**src/rtl/fnn_pkg.sv**
```systemverilog
// Shared definitions for the fully-connected network datapath: feeder FSM
// states, the activation Q-format, and a helper for picking one neuron's
// value out of a concatenated output bus.
package fnn_pkg;

    // Activations and neuron outputs are signed Q(dataWidth-11).11.
    localparam int unsigned FRAC_BITS = 11;

    // Upper bounds for the generic slice helper below.
    localparam int unsigned MAX_DATA_W  = 32;
    localparam int unsigned MAX_NEURONS = 64;
    localparam int unsigned MAX_BUS_W   = MAX_DATA_W * MAX_NEURONS;

    typedef enum logic [1:0] {
        IDLE    = 2'd0,
        STREAM  = 2'd1,
        DRAIN   = 2'd2,
        CAPTURE = 2'd3
    } feeder_state_t;

    // Extract neuron k (width bits wide) from a bus with neuron 0 in the LSBs.
    // Bits above width, or beyond the bus, read as zero.
    function automatic logic [MAX_DATA_W-1:0] neuron_slice(
        input logic [MAX_BUS_W-1:0] bus,
        input int unsigned          k,
        input int unsigned          width
    );
        logic [MAX_DATA_W-1:0] r;
        r = '0;
        for (int unsigned b = 0; b < MAX_DATA_W; b++) begin
            if (b < width && (k * width + b) < MAX_BUS_W) begin
                r[b] = bus[k * width + b];
            end
        end
        return r;
    endfunction

endpackage

```
**src/rtl/neuron_feeder.sv**
```systemverilog
// Input-side sequencer for one fully-connected layer. Streams numInputs
// activations from upstream onto the shared myinput bus, steers the neurons'
// freeze/pause controls so accumulation tracks the stream (including upstream
// stalls), waits for the last multiply-accumulate to settle, then latches all
// neuron outputs into the result bank with a one-cycle result_valid pulse.
module neuron_feeder
    import fnn_pkg::*;
#(
    parameter int unsigned numInputs   = 784,
    parameter int unsigned numNeurons  = 30,
    parameter int unsigned dataWidth   = 16,
    parameter int unsigned drainCycles = 2
) (
    input  logic                            clk,
    input  logic                            rst,
    input  logic                            start,
    input  logic [dataWidth-1:0]            in_data,
    input  logic                            in_valid,
    output logic                            in_ready,
    output logic [dataWidth-1:0]            myinput,
    output logic                            freeze,
    output logic                            pause,
    input  logic [numNeurons*dataWidth-1:0] neuron_out,
    output logic [numNeurons*dataWidth-1:0] result,
    output logic                            result_valid,
    output logic                            busy
);

    localparam int unsigned BusW   = numNeurons * dataWidth;
    localparam int unsigned IdxW   = $clog2(numInputs + 1);
    localparam int unsigned DrainW = (drainCycles > 1) ? $clog2(drainCycles) : 1;

    localparam logic [IdxW-1:0]   LastIdx   = IdxW'(numInputs - 1);
    localparam logic [DrainW-1:0] LastDrain = DrainW'(drainCycles - 1);

    feeder_state_t         state_q, state_d;
    logic [IdxW-1:0]       idx_q, idx_d;
    logic [DrainW-1:0]     drain_cnt_q, drain_cnt_d;
    logic [dataWidth-1:0]  myinput_q, myinput_d;
    logic                  freeze_q, freeze_d;
    logic                  pause_q, pause_d;
    logic [BusW-1:0]       result_q, result_d;
    logic                  result_valid_q, result_valid_d;

    logic                  xfer;
    logic                  first_sent;

    // Upstream handshake: only STREAM ever accepts data.
    assign in_ready   = (state_q == STREAM);
    assign xfer       = in_valid & in_ready;
    // idx counts forwarded values, so nonzero means the neurons are running.
    assign first_sent = (idx_q != '0);

    // Next-state and registered-output computation for the sequencer.
    always_comb begin
        state_d        = state_q;
        idx_d          = idx_q;
        drain_cnt_d    = drain_cnt_q;
        myinput_d      = myinput_q;
        freeze_d       = freeze_q;
        pause_d        = pause_q;
        result_d       = result_q;
        result_valid_d = 1'b0;

        unique case (state_q)
            IDLE: begin
                freeze_d    = 1'b1;
                pause_d     = 1'b0;
                drain_cnt_d = '0;
                if (start) begin
                    state_d = STREAM;
                    idx_d   = '0;
                end
            end

            STREAM: begin
                if (xfer) begin
                    myinput_d = in_data;
                    freeze_d  = 1'b0;
                    pause_d   = 1'b0;
                    idx_d     = idx_q + 1'b1;
                    if (idx_q == LastIdx) begin
                        state_d     = DRAIN;
                        drain_cnt_d = '0;
                    end
                end else if (first_sent) begin
                    // Stall mid-stream: hold the neurons on the current value.
                    pause_d = 1'b1;
                end
                // Stall before the first value: freeze stays high, pause low.
            end

            DRAIN: begin
                // Neurons consume the final value in the first DRAIN cycle;
                // freeze rises behind it and the counter lets the MAC settle.
                freeze_d = 1'b1;
                pause_d  = 1'b0;
                if (drain_cnt_q == LastDrain) begin
                    state_d = CAPTURE;
                end else begin
                    drain_cnt_d = drain_cnt_q + 1'b1;
                end
            end

            CAPTURE: begin
                result_d       = neuron_out;
                result_valid_d = 1'b1;
                state_d        = IDLE;
            end

            default: begin
                state_d = IDLE;
            end
        endcase
    end

    // State and output registers; reset aborts any inference without publishing.
    always_ff @(posedge clk or posedge rst) begin
        if (rst) begin
            state_q        <= IDLE;
            idx_q          <= '0;
            drain_cnt_q    <= '0;
            myinput_q      <= '0;
            freeze_q       <= 1'b1;
            pause_q        <= 1'b0;
            result_q       <= '0;
            result_valid_q <= 1'b0;
        end else begin
            state_q        <= state_d;
            idx_q          <= idx_d;
            drain_cnt_q    <= drain_cnt_d;
            myinput_q      <= myinput_d;
            freeze_q       <= freeze_d;
            pause_q        <= pause_d;
            result_q       <= result_d;
            result_valid_q <= result_valid_d;
        end
    end

    assign myinput      = myinput_q;
    assign freeze       = freeze_q;
    assign pause        = pause_q;
    assign result       = result_q;
    assign result_valid = result_valid_q;
    assign busy         = (state_q != IDLE);

endmodule

```
**config.mk**
```make
export PLATFORM = sky130hd
export DESIGN_NAME = neuron_feeder
export DESIGN_NICKNAME = d
export VERILOG_FILES = /design/src/rtl/fnn_pkg.sv /design/src/rtl/neuron_feeder.sv
export SDC_FILE = /design/constraint.sdc
export NUM_CORES = 1
export LEC_CHECK = 0
export ABC_AREA = 1
export CAP_MARGIN = 20
export CORE_AREA = 10 10 386 388
export DETAILED_ROUTE_END_ITERATION = 10
export DIE_AREA = 0 0 396 398
export PLACE_DENSITY = 0.37
export SYNTH_ARGS = -nofsm -noshare
export SYNTH_HDL_FRONTEND = slang
export SYNTH_SLANG_ARGS = --single-unit
```
**constraint.sdc**
```tcl
create_clock -name clk -period 45.3 [get_ports clk]
set_input_delay 11.325 -clock clk [delete_from_list [all_inputs] [get_ports clk]]
set_output_delay 11.325 -clock clk [all_outputs]
set_load 0.05 [all_outputs]
```
==> impl_results.md <==
* Number of buffers on the longest clock path at 3
* Power density over the cells at 93.95 mW/mm²
* Worst hold start: result[162]$_DFFE_PP0P_
* Largest net degree at the start of global routing at approximately 150
* Post-Synth Simple-Gate Area at 30.33%
* Max-slew violation count at 0
* Flip-flop and latch count after synthesis at just over 500
* Start-to-end type of the worst setup path: in -> async
* Rel. slew slack at between 20% and 30%
* Worst reg-to-reg setup slack at 41.62 ns
* Fraction of synthesized cell area taken by the top area cell type at between 60% and 70%
* Post-cts hold buffer count at 0
* Share of the core filled with cells at approximately a quarter
* Residual overflow from global routing at 0
* Number of design-rule violations left by the first detailed-router iteration at just under 1000
* Leakage power summed over all cells at ~16 nW
* Antenna-violating nets left at 0
* Die area at about 0.16 mm²
* Via count at roughly 18000
* Library cells used by synthesis at 24
* Largest cells by area after synthesis: sky130_fd_sc_hd__dfrtp_1, sky130_fd_sc_hd__nand2_1, sky130_fd_sc_hd__buf_2
* Endpoint with the worst hold slack: result[162]$_DFFE_PP0P_
* Worst Tran Pin Value at roughly 1.1 ns
* Via count of the first global-routing pass at 18780
* Number of cells on the worst reg-to-reg path at 6
* TritonCTS sink count at about 510
* Top cell type by total area after synthesis: sky130_fd_sc_hd__dfrtp_1
* Total power of the final layout at about 3.2 mW
* Initial antenna violation count at between 40 and 50
* Wire length per cell after detailed routing at between 20 and 25 µm
* Critical-path cell with the highest stage delay: sky130_fd_sc_hd__buf_4
* Yosys synthesis warning count at 0
* Worst flop-to-flop path endpoint: result[398]$_DFFE_PP0P_
* First-pass DRT Iterations at 6
* Multiplexer area fraction after synthesis at 0%
* Most frequent cell on the critical path: sky130_fd_sc_hd__buf_4
* Xor/xnor share of the synthesized area at 0%
* Synthesized area at about 0.020 mm²
* TritonCTS clock tree: done
* Final WL at about 110000 µm
* Unrepaired setup endpoints after global routing: false
* Clock latency at the later pin of the worst-skew pair at between 0.6 and 0.7 ns
* Worst-path clk slew at ~0.060 ns
* Number of remaining DRC errors at 0
* Combinational family with the most area after synthesis: simple AND/OR/NAND/NOR gates
* Master cell of the clock root buffer: sky130_fd_sc_hd__clkbuf_16
* Die Span Y at ~400 µm
* Data required time of the critical path at 46.00 ns
* Sum Neg Setup Slack at 0 ns
* Critical path arrival at between 10 and 15 ns
* H-tree level count at 3
* Maximum clock skew at final layout at ~0.019 ns
* Ports placed on the boundary at 1001
* Outcome: finished, final reports clean
* Synthesized Nets at around 2700
* Average cell area after synthesis at between 8 and 9 µm²
* Count of port buffers added during placement at 1000
* Number of clock buffers inserted by TritonCTS at 71
* Worst Hold Depth at 2
* Compound-Gate Fraction of Synth Area at less than 1%
* Count of max-cap constraint violations at 0
* Gate Count Post-Synth at ~2200
* Number of failing setup endpoints in the final timing report at 0
* Layout net count at between 3000 and 4000
* Initial core utilization at 13.89%
* Fin Hold WS at between 0.4 and 0.5 ns
* Worst min-delay path class: reg -> reg
* Maximum net fanout on the critical path at ~110
* Crit path launch type: input pin
* Critical R2R Launch: state_q[0]$_DFFE_PP0P_
* Overall Global Routing Usage at between 10% and 20%
* Minimum clock period after layout at 14.02 ns
* Cells along the critical path: clkdlybuf4s50_1, inv_8, buf_4, buf_4, buf_4
* First-pass GRT wire length at around 150000 µm
* Detailed Place HPWL at roughly 87000 µm
* Die Width at just under 400 µm
* Kind of end point of the critical path: asynchronous set/reset pin
* Sequential share of the synthesized area at approximately two thirds
* Layout overhead on the synthesized area at 73.70%
* Vias per Instance at approximately 3.5
* FP Rows at roughly 140
* Tcrit/Tclk final at a little under a third
* Critical Path Max Stage Delay at 0.76 ns
* Largest vdd supply drop at approximately 0.000045 V
* Area of the core at ~0.14 mm²
* Routability congestion estimate from global placement at just under 0.8
* Post-Synth Adder-Cell Area at 0.3831%
* Share of cells above drive strength 1 at 4.441%
* Achievable clock frequency at about 70 MHz
* CTS-repair resized insts at 0
* Hold Fails Final Rpt at 0
* Number of setup buffers added after CTS at 0
## through the flow
stage / instance area (µm²) / instances / setup slack (ns)
6_report: 34040 / 5166 / 31.28
5_1_grt: 34020 / 5159 / 30.81
4_1_cts: 34010 / 5155 / 31.11
3_5_place_dp: 31550 / 5030 / 30.35
3_3_place_gp: 31550 / 5030 / 30.30
2_1_floorplan: 19600 / 2232 / 19.68
## cells by family after synthesis
logic type / Yosys count
buffers and inverters: 133
DFF: 512
and+or+nand+nor: 1566
adders and majority gates: 6
AOI/OAI and AO/OA: 15
## worst max-delay path by stage
stage	from	slack, ns	end
6_report	rst	31.28	result[157]$_DFFE_PP0P_
5_1_grt	rst	30.81	myinput[4]$_DFFE_PP0P_
3_5_place_dp	rst	30.35	result[157]$_DFFE_PP0P_
4_1_cts	rst	31.11	result[157]$_DFFE_PP0P_
3_3_place_gp	rst	30.30	result[157]$_DFFE_PP0P_
2_1_floorplan	rst	19.68	drain_cnt_q$_DFFE_PP0P_
## sequential cells by signal, summed over array words and instances, names as in the netlist
signal and cells:
result 480, myinput 16, idx_q 10, state_q 2, drain_cnt_q 1, freeze 1
pause 1, result_valid 1
## cell usage after synthesis
library cell,number
sky130_fd_sc_hd__ha_1,6
sky130_fd_sc_hd__a21oi_1,9
sky130_fd_sc_hd__buf_4,16
sky130_fd_sc_hd__inv_1,18
sky130_fd_sc_hd__nand3b_1,2
sky130_fd_sc_hd__o21ai_1,3
sky130_fd_sc_hd__dfstp_2,1
sky130_fd_sc_hd__buf_6,3
sky130_fd_sc_hd__nand4_1,5
sky130_fd_sc_hd__a21oi_2,1
sky130_fd_sc_hd__buf_2,84
sky130_fd_sc_hd__nor2_2,1
sky130_fd_sc_hd__and2_1,1
sky130_fd_sc_hd__nor2_1,16
sky130_fd_sc_hd__nand2_2,2
sky130_fd_sc_hd__nor2_4,1
sky130_fd_sc_hd__nand2_4,2
sky130_fd_sc_hd__nand3_1,10
sky130_fd_sc_hd__clkinv_1,1
sky130_fd_sc_hd__clkbuf_1,8
sky130_fd_sc_hd__nand2_1,1526
sky130_fd_sc_hd__o21ai_0,2
sky130_fd_sc_hd__dfrtp_1,511
sky130_fd_sc_hd__inv_2,3
## report_power, final
| group | leakage [nW] | total, mW | switching [mW] | internal (mW) |
|---|---|---|---|---|
| combinational | 8.48 | 1.80 | 1.28 | 0.517 |
| clock | 1.22 | 0.595 | 0.231 | 0.365 |
| sequential | 6.31 | 0.806 | 0.123 | 0.682 |
| total | 16.0 | 3.20 | 1.63 | 1.56 |
## area by class of cell
type | instances | area, µm²
repair buffers | 1019 | 10160
well taps | 1890 | 2365
flip-flops and latches | 512 | 12810
clock inverters | 23 | 357.8
inverters | 22 | 97.59
fillers | 15570 | 107000
multi-input cells | 1587 | 6110
clock buffers | 102 | 2106
diodes | 11 | 27.53
## critical path: cells and delay by family
family,cells,cell delay [ns]
buf+inv,5,3.21
## metal layers
metal  wire length (µm)  vias up  track usage, %
li1                   -     8697               -
met1              43980     8722           15.58
met2              54180      637           22.48
met3              10380      167           6.228
met4               3187       48           4.229
met5                289        -               0
## cells in the final DEF, fill, tap and decap left out, types with 3 or more instances in the layout
master / synthesis / routed
sky130_fd_sc_hd__nand2_1: 1526 / 1526
sky130_fd_sc_hd__clkdlybuf4s50_1: 0 / 1000
sky130_fd_sc_hd__dfrtp_1: 511 / 511
sky130_fd_sc_hd__clkbuf_16: 0 / 73
sky130_fd_sc_hd__buf_4: 16 / 18
sky130_fd_sc_hd__inv_1: 18 / 17
sky130_fd_sc_hd__clkbuf_8: 0 / 17
sky130_fd_sc_hd__nor2_1: 16 / 16
sky130_fd_sc_hd__clkbuf_1: 8 / 12
sky130_fd_sc_hd__diode_2: 0 / 11
sky130_fd_sc_hd__nand3_1: 10 / 10
sky130_fd_sc_hd__a21oi_1: 9 / 9
sky130_fd_sc_hd__clkinv_2: 0 / 8
sky130_fd_sc_hd__bufinv_16: 0 / 7
sky130_fd_sc_hd__nand4_1: 5 / 5
sky130_fd_sc_hd__ha_1: 6 / 5
sky130_fd_sc_hd__o21ai_1: 3 / 3
Power figures use the tool's default switching activity.
==> edit 1, RTL diff (same settings) <==
The parameter `numInputs` goes from 784 to 3136.
--- a/src/rtl/neuron_feeder.sv
+++ b/src/rtl/neuron_feeder.sv
@@ -6,7 +6,7 @@
 module neuron_feeder
     import fnn_pkg::*;
 #(
-    parameter int unsigned numInputs   = 784,
+    parameter int unsigned numInputs   = 3136,
     parameter int unsigned numNeurons  = 30,
     parameter int unsigned dataWidth   = 16,
     parameter int unsigned drainCycles = 2
Function: same outputs for any inputs over 4 cycles, from zero or initial values and one cycle with rst high; that may be too few to reach the edited logic, so the function may still have changed.
==> edit 1 against the unedited design <==
Total power hardly changed. Design area is 0.50% higher. Sequential share of layout area is essentially flat. Worst setup slack lost 0.46 ns. Wire length down 4.2%. Sequential cell count is 2 higher. Area after synthesis grew 0.48%. Die area unchanged. Critical path type unchanged. Largest cell class unchanged. Highest routed layer unchanged.
==> edit 1: results <==
{
  "detail_route.first_pass.iterations": 4,
  "post_route_cells_drive_above_1_share_pct": 4.89,
  "max-vdd-ir-drop_mv": 0.0315,
  "yosysUniqueCellTypes": 30,
  "netlist_top_cells_count": "1477 x sky130_fd_sc_hd__nand2_1, 513 x sky130_fd_sc_hd__dfrtp_1, 78 x sky130_fd_sc_hd__buf_2",
  "post_drt_wl_per_cell_um": 20.8,
  "finClkSkew_ns": 0.0223,
  "antenna_found_initial": 37,
  "detailed_router_s_first_iteration_violation_count": 753,
  "timing.critical_path.arrival_ns": 15.16,
  "clk_transition_reported_paths_ns": 0.05,
  "route.detailed.vias_per_inst": 3.50,
  "numPortBuffers": 1000,
  "synth.area.top_cells": "sky130_fd_sc_hd__dfrtp_1 65%, sky130_fd_sc_hd__nand2_1 28%, sky130_fd_sc_hd__buf_2 2.0%, sky130_fd_sc_hd__mux2_2 0.91%, sky130_fd_sc_hd__clkbuf_1 0.53%",
  "cts_setup_buffers": 0,
  "wirelength_mm": 107,
  "synth_fp_nets": 2722,
  "grt_start_max_net_pins": 155,
  "cts.htree.levels": 3,
  "placed_cells_incl_taps": 5013,
  "n_fill_cell": 15568,
  "postSynth.asyncResetShare_pct": 100,
  "cts.root.buffer_cell": "sky130_fd_sc_hd__clkbuf_16",
  "grt.total_usage_pct": 13.1,
  "critical-path-slowest-cell": "sky130_fd_sc_hd__buf_4",
  "post_synth.cell_area_avg_um2": 8.89,
  "worst_skew_pair.late_latency_ns": 0.65,
  "largest_register_ffs": 480,
  "crit_path_max_fanout": 122,
  "dp.final_hpwl_mm": 82.9,
  "cts_inserted_buffers": 71,
  "power.leakage_nw": 16.0,
  "timing.hold.worst.class": "flop to flop",
  "cts-root-to-sink-buffers": 3,
  "worst_path_largest_cell_delay_ns": 0.69,
  "status": "finished clean",
  "placement.setup.worst_slack_ns": 29.87,
  "slew_headroom_pct": 32.3,
  "grt_pass1_vias": 18844,
  "cts_repair_resize_count": 0,
  "synth.yosys.seq_area_share_pct": 65.3,
  "ys.warnings.count": 0,
  "nets": 3704,
  "routabilityCongestion": 0.785,
  "grt_first_pass_wirelength_mm": 150
}
edit 1: logic make-up (layout without fill, tap and decap cells):
family / count (synthesis) / in the layout / synth area share, %
AND/OR/NAND/NOR: 1528 / 1528 / 29.7
flip-flops: 514 / 514 / 65.3
buffers and inverters: 137 / 1174 / 3.27
multiplexers: 16 / 16 / 0.915
AO/OA/AOI/OAI: 12 / 12 / 0.337
adder cells (fa/ha/maj): 7 / 7 / 0.445
XOR/XNOR: 1 / 1 / 0.0445
other: 0 / 9 / 0
edit 1: path summary, 6_finish.rpt:
check / endpoint / cells after the start / from / slack [ns]
setup / recovery: result[227] / 6 / rst / 30.81
hold reg to reg: result[225] / 2 / result[225] / 0.47
setup reg to reg: result[305] / 6 / state_q[0] / 41.74
max in group clk: in_ready / 3 / state_q[1] / 31.27
hold / removal: result[225] / 2 / result[225] / 0.47
min in group asynchronous: result[86] / 2 / rst / 11.29
edit 1: area by class of cell:
type / instances / area, um^2 / area share, %
Multi-Input combinational cell: 1564 / 6200 / 18.1
Inverter: 27 / 116 / 0.340
Sequential cell: 514 / 12900 / 37.6
Antenna cell: 9 / 22.5 / 0.0658
Clock inverter: 20 / 345 / 1.01
Tap cell: 1890 / 2360 / 6.91
Clock buffer: 108 / 2120 / 6.19
Timing Repair Buffer: 1019 / 10200 / 29.8
edit 1: power by group:
part | internal [W] | switching [W]
registers | 0.000685 | 0.000119
clock network | 0.000355 | 0.000234
logic | 0.000525 | 0.00128
total | 0.00156 | 0.00163
edit 1: routing by layer:
layer / wire [um] / GRT usage [%] / vias up
li1: - / - / 8680
met1: 39100 / 13.7 / 8603
met2: 56100 / 23.7 / 551
met3: 9720 / 6.05 / 154
met4: 1900 / 2.69 / 60
met5: 383 / 0 / -
edit 1: stage by stage:
step / cell area (um^2) / utilization [%]
after global routing: 34200 / 24.2
after CTS: 34200 / 24.2
after floorplan: 19700 / -
after detailed placement: 31700 / 22.5
after global placement: 31700 / 22.5
final: 34200 / 24.3
edit 1: worst max-delay path: cells and delay by family:
| kind | cells | cell delay, ns |
|---|---|---|
| buffers and inverters | 6 | 3.61 |
==> edit 2, RTL diff (config.mk and constraints unchanged) <==
Without the edit above. Compare `idx_q` against `LastIdx` with >= in place of ==.
--- a/src/rtl/neuron_feeder.sv
+++ b/src/rtl/neuron_feeder.sv
@@ -79,7 +79,7 @@
                     freeze_d  = 1'b0;
                     pause_d   = 1'b0;
                     idx_d     = idx_q + 1'b1;
-                    if (idx_q == LastIdx) begin
+                    if (idx_q >= LastIdx) begin
                         state_d     = DRAIN;
                         drain_cnt_d = '0;
                     end
Check against the original RTL: no difference found for any inputs over 4 cycles, from zero or initial values and one cycle with rst high; that may be too few to reach the edited logic, so the function may still have changed.
==> edit 2 against the unedited design <==
Sequential share of layout area grew 0.14 points. Count of clock-buffer cells in the layout grew 7. Design area shrank 0.36%. Total power shrank 0.87%. Worst setup slack lost 0.90 ns. Wire length grew 0.22%. Maximum frequency shrank 6.1%. Hold slack lost 0.0012 ns. Global-route usage is essentially flat. Via count shrank 0.12%. Area after synthesis grew 0.17%. Sequential cell count is the same. Largest cell class unchanged.
==> edit 2: results <==
{
  "status": "finished clean",
  "synth.yosys.seq_area_share_pct": 65.3,
  "cts_repair_resize_count": 0,
  "timing.final.crit_share_pct": 32.9,
  "multi_input_comb_area_um2": 6140,
  "regToRegEndpoint": "result[355]",
  "num-multi-input-gates": 1584,
  "slack_of_the_worst_reg_to_reg_path_ns": 41.70,
  "instances_no_fill": 5165,
  "route.detailed.vias_per_inst": 3.53,
  "clock_sinks": 512,
  "timing.critical_path.arrival_ns": 15.55,
  "hold_ws_ns": 0.466,
  "cts_inserted_buffers": 72,
  "placement.setup.worst_slack_ns": 29.42,
  "synth.area.top_cells": "sky130_fd_sc_hd__dfrtp_1 65%, sky130_fd_sc_hd__nand2_1 29%, sky130_fd_sc_hd__buf_2 2.4%, sky130_fd_sc_hd__buf_4 0.50%, sky130_fd_sc_hd__ha_1 0.45%",
  "placed_cells_incl_taps": 5025,
  "grt_first_pass_wirelength_mm": 153,
  "routabilityCongestion": 0.805,
  "post_route_cells_drive_above_1_share_pct": 4.23,
  "yosysUniqueCellTypes": 29,
  "layout_clock_area_share_pct": 6.81,
  "min_from": "result[392]",
  "grt_pass1_vias": 18736,
  "n_fill_cell": 15448,
  "nonClockInverterCount": 24,
  "layout.nonclk_buf_share_pct": 30.0,
  "detailed_router_s_first_iteration_violation_count": 1076,
  "slew_headroom_pct": 26.9,
  "num-clock-buffers": 109,
  "antennaDiodeCount": 12,
  "grt.total_usage_pct": 13.6,
  "nets": 3716,
  "seq_share_pct": 37.8,
  "worstRegToRegCells": 6,
  "dp.final_hpwl_mm": 86.7,
  "worst_setup_path_startpoint": "rst",
  "num-nonclk-buffers": 1015,
  "max-vdd-ir-drop_mv": 0.0362,
  "netlist_top_cells_count": "1520 x sky130_fd_sc_hd__nand2_1, 511 x sky130_fd_sc_hd__dfrtp_1, 96 x sky130_fd_sc_hd__buf_2",
  "grt_start_max_net_pins": 173,
  "min_delay_worst_endpoint": "result[392]",
  "crit_path_max_fanout": 103,
  "finClkSkew_ns": 0.0285,
  "power.leakage_nw": 16.0,
  "detail_route.first_pass.iterations": 5,
  "post_drt_wl_per_cell_um": 21.7,
  "antenna_found_initial": 53,
  "timing.critical_path.to": "result[3]",
  "worst_path_largest_cell_delay_ns": 0.85
}
edit 2: cell types whose count changed in the layout (fill, tap and decap cells not counted), moves of 4 or more:
cell,change
sky130_fd_sc_hd__bufinv_16,-5
sky130_fd_sc_hd__nand3_1,+5
sky130_fd_sc_hd__nand2_1,-6
sky130_fd_sc_hd__inv_1,+4
sky130_fd_sc_hd__clkbuf_1,+9
sky130_fd_sc_hd__buf_4,-6
edit 2: critical path: cells and delay by family:
kind / cells / cell delay, ns
buffers and inverters: 6 / 3.97
edit 2: cell families (layout without fill, tap and decap cells):
group,after synthesis,count (layout),synth area share [%]
and+or+nand+nor,1565,1565,30.4
DFF,512,512,65.3
buffers and inverters,135,1167,3.54
AOI/OAI and AO/OA,12,12,0.363
adders and majority gates,7,7,0.446
other,0,12,0
edit 2: metrics by stage:
step                      util (%)  cell area, um^2  total power [W]
after CTS                     24.0            33900          0.00323
after floorplan                  -            19600          0.00191
after global placement        22.4            31600          0.00264
final                         24.0            33900          0.00317
after global routing          24.0            33900          0.00335
after detailed placement      22.4            31600          0.00264
edit 2: where the power goes:
group | switching, W | internal, W
sequential | 0.000128 | 0.000683
combinational | 0.00128 | 0.000519
clock | 0.000232 | 0.000333
total | 0.00164 | 0.00153
edit 2: per-layer routing:
layer	part of all wire (%)	global-route usage [%]	vias up	routed length (um)
li1	-	-	8696	-
met1	40	15.8	8654	44600
met2	48	22.3	660	53400
met3	9.4	5.98	187	10600
met4	3.0	4.61	52	3340
met5	0.30	0	-	332
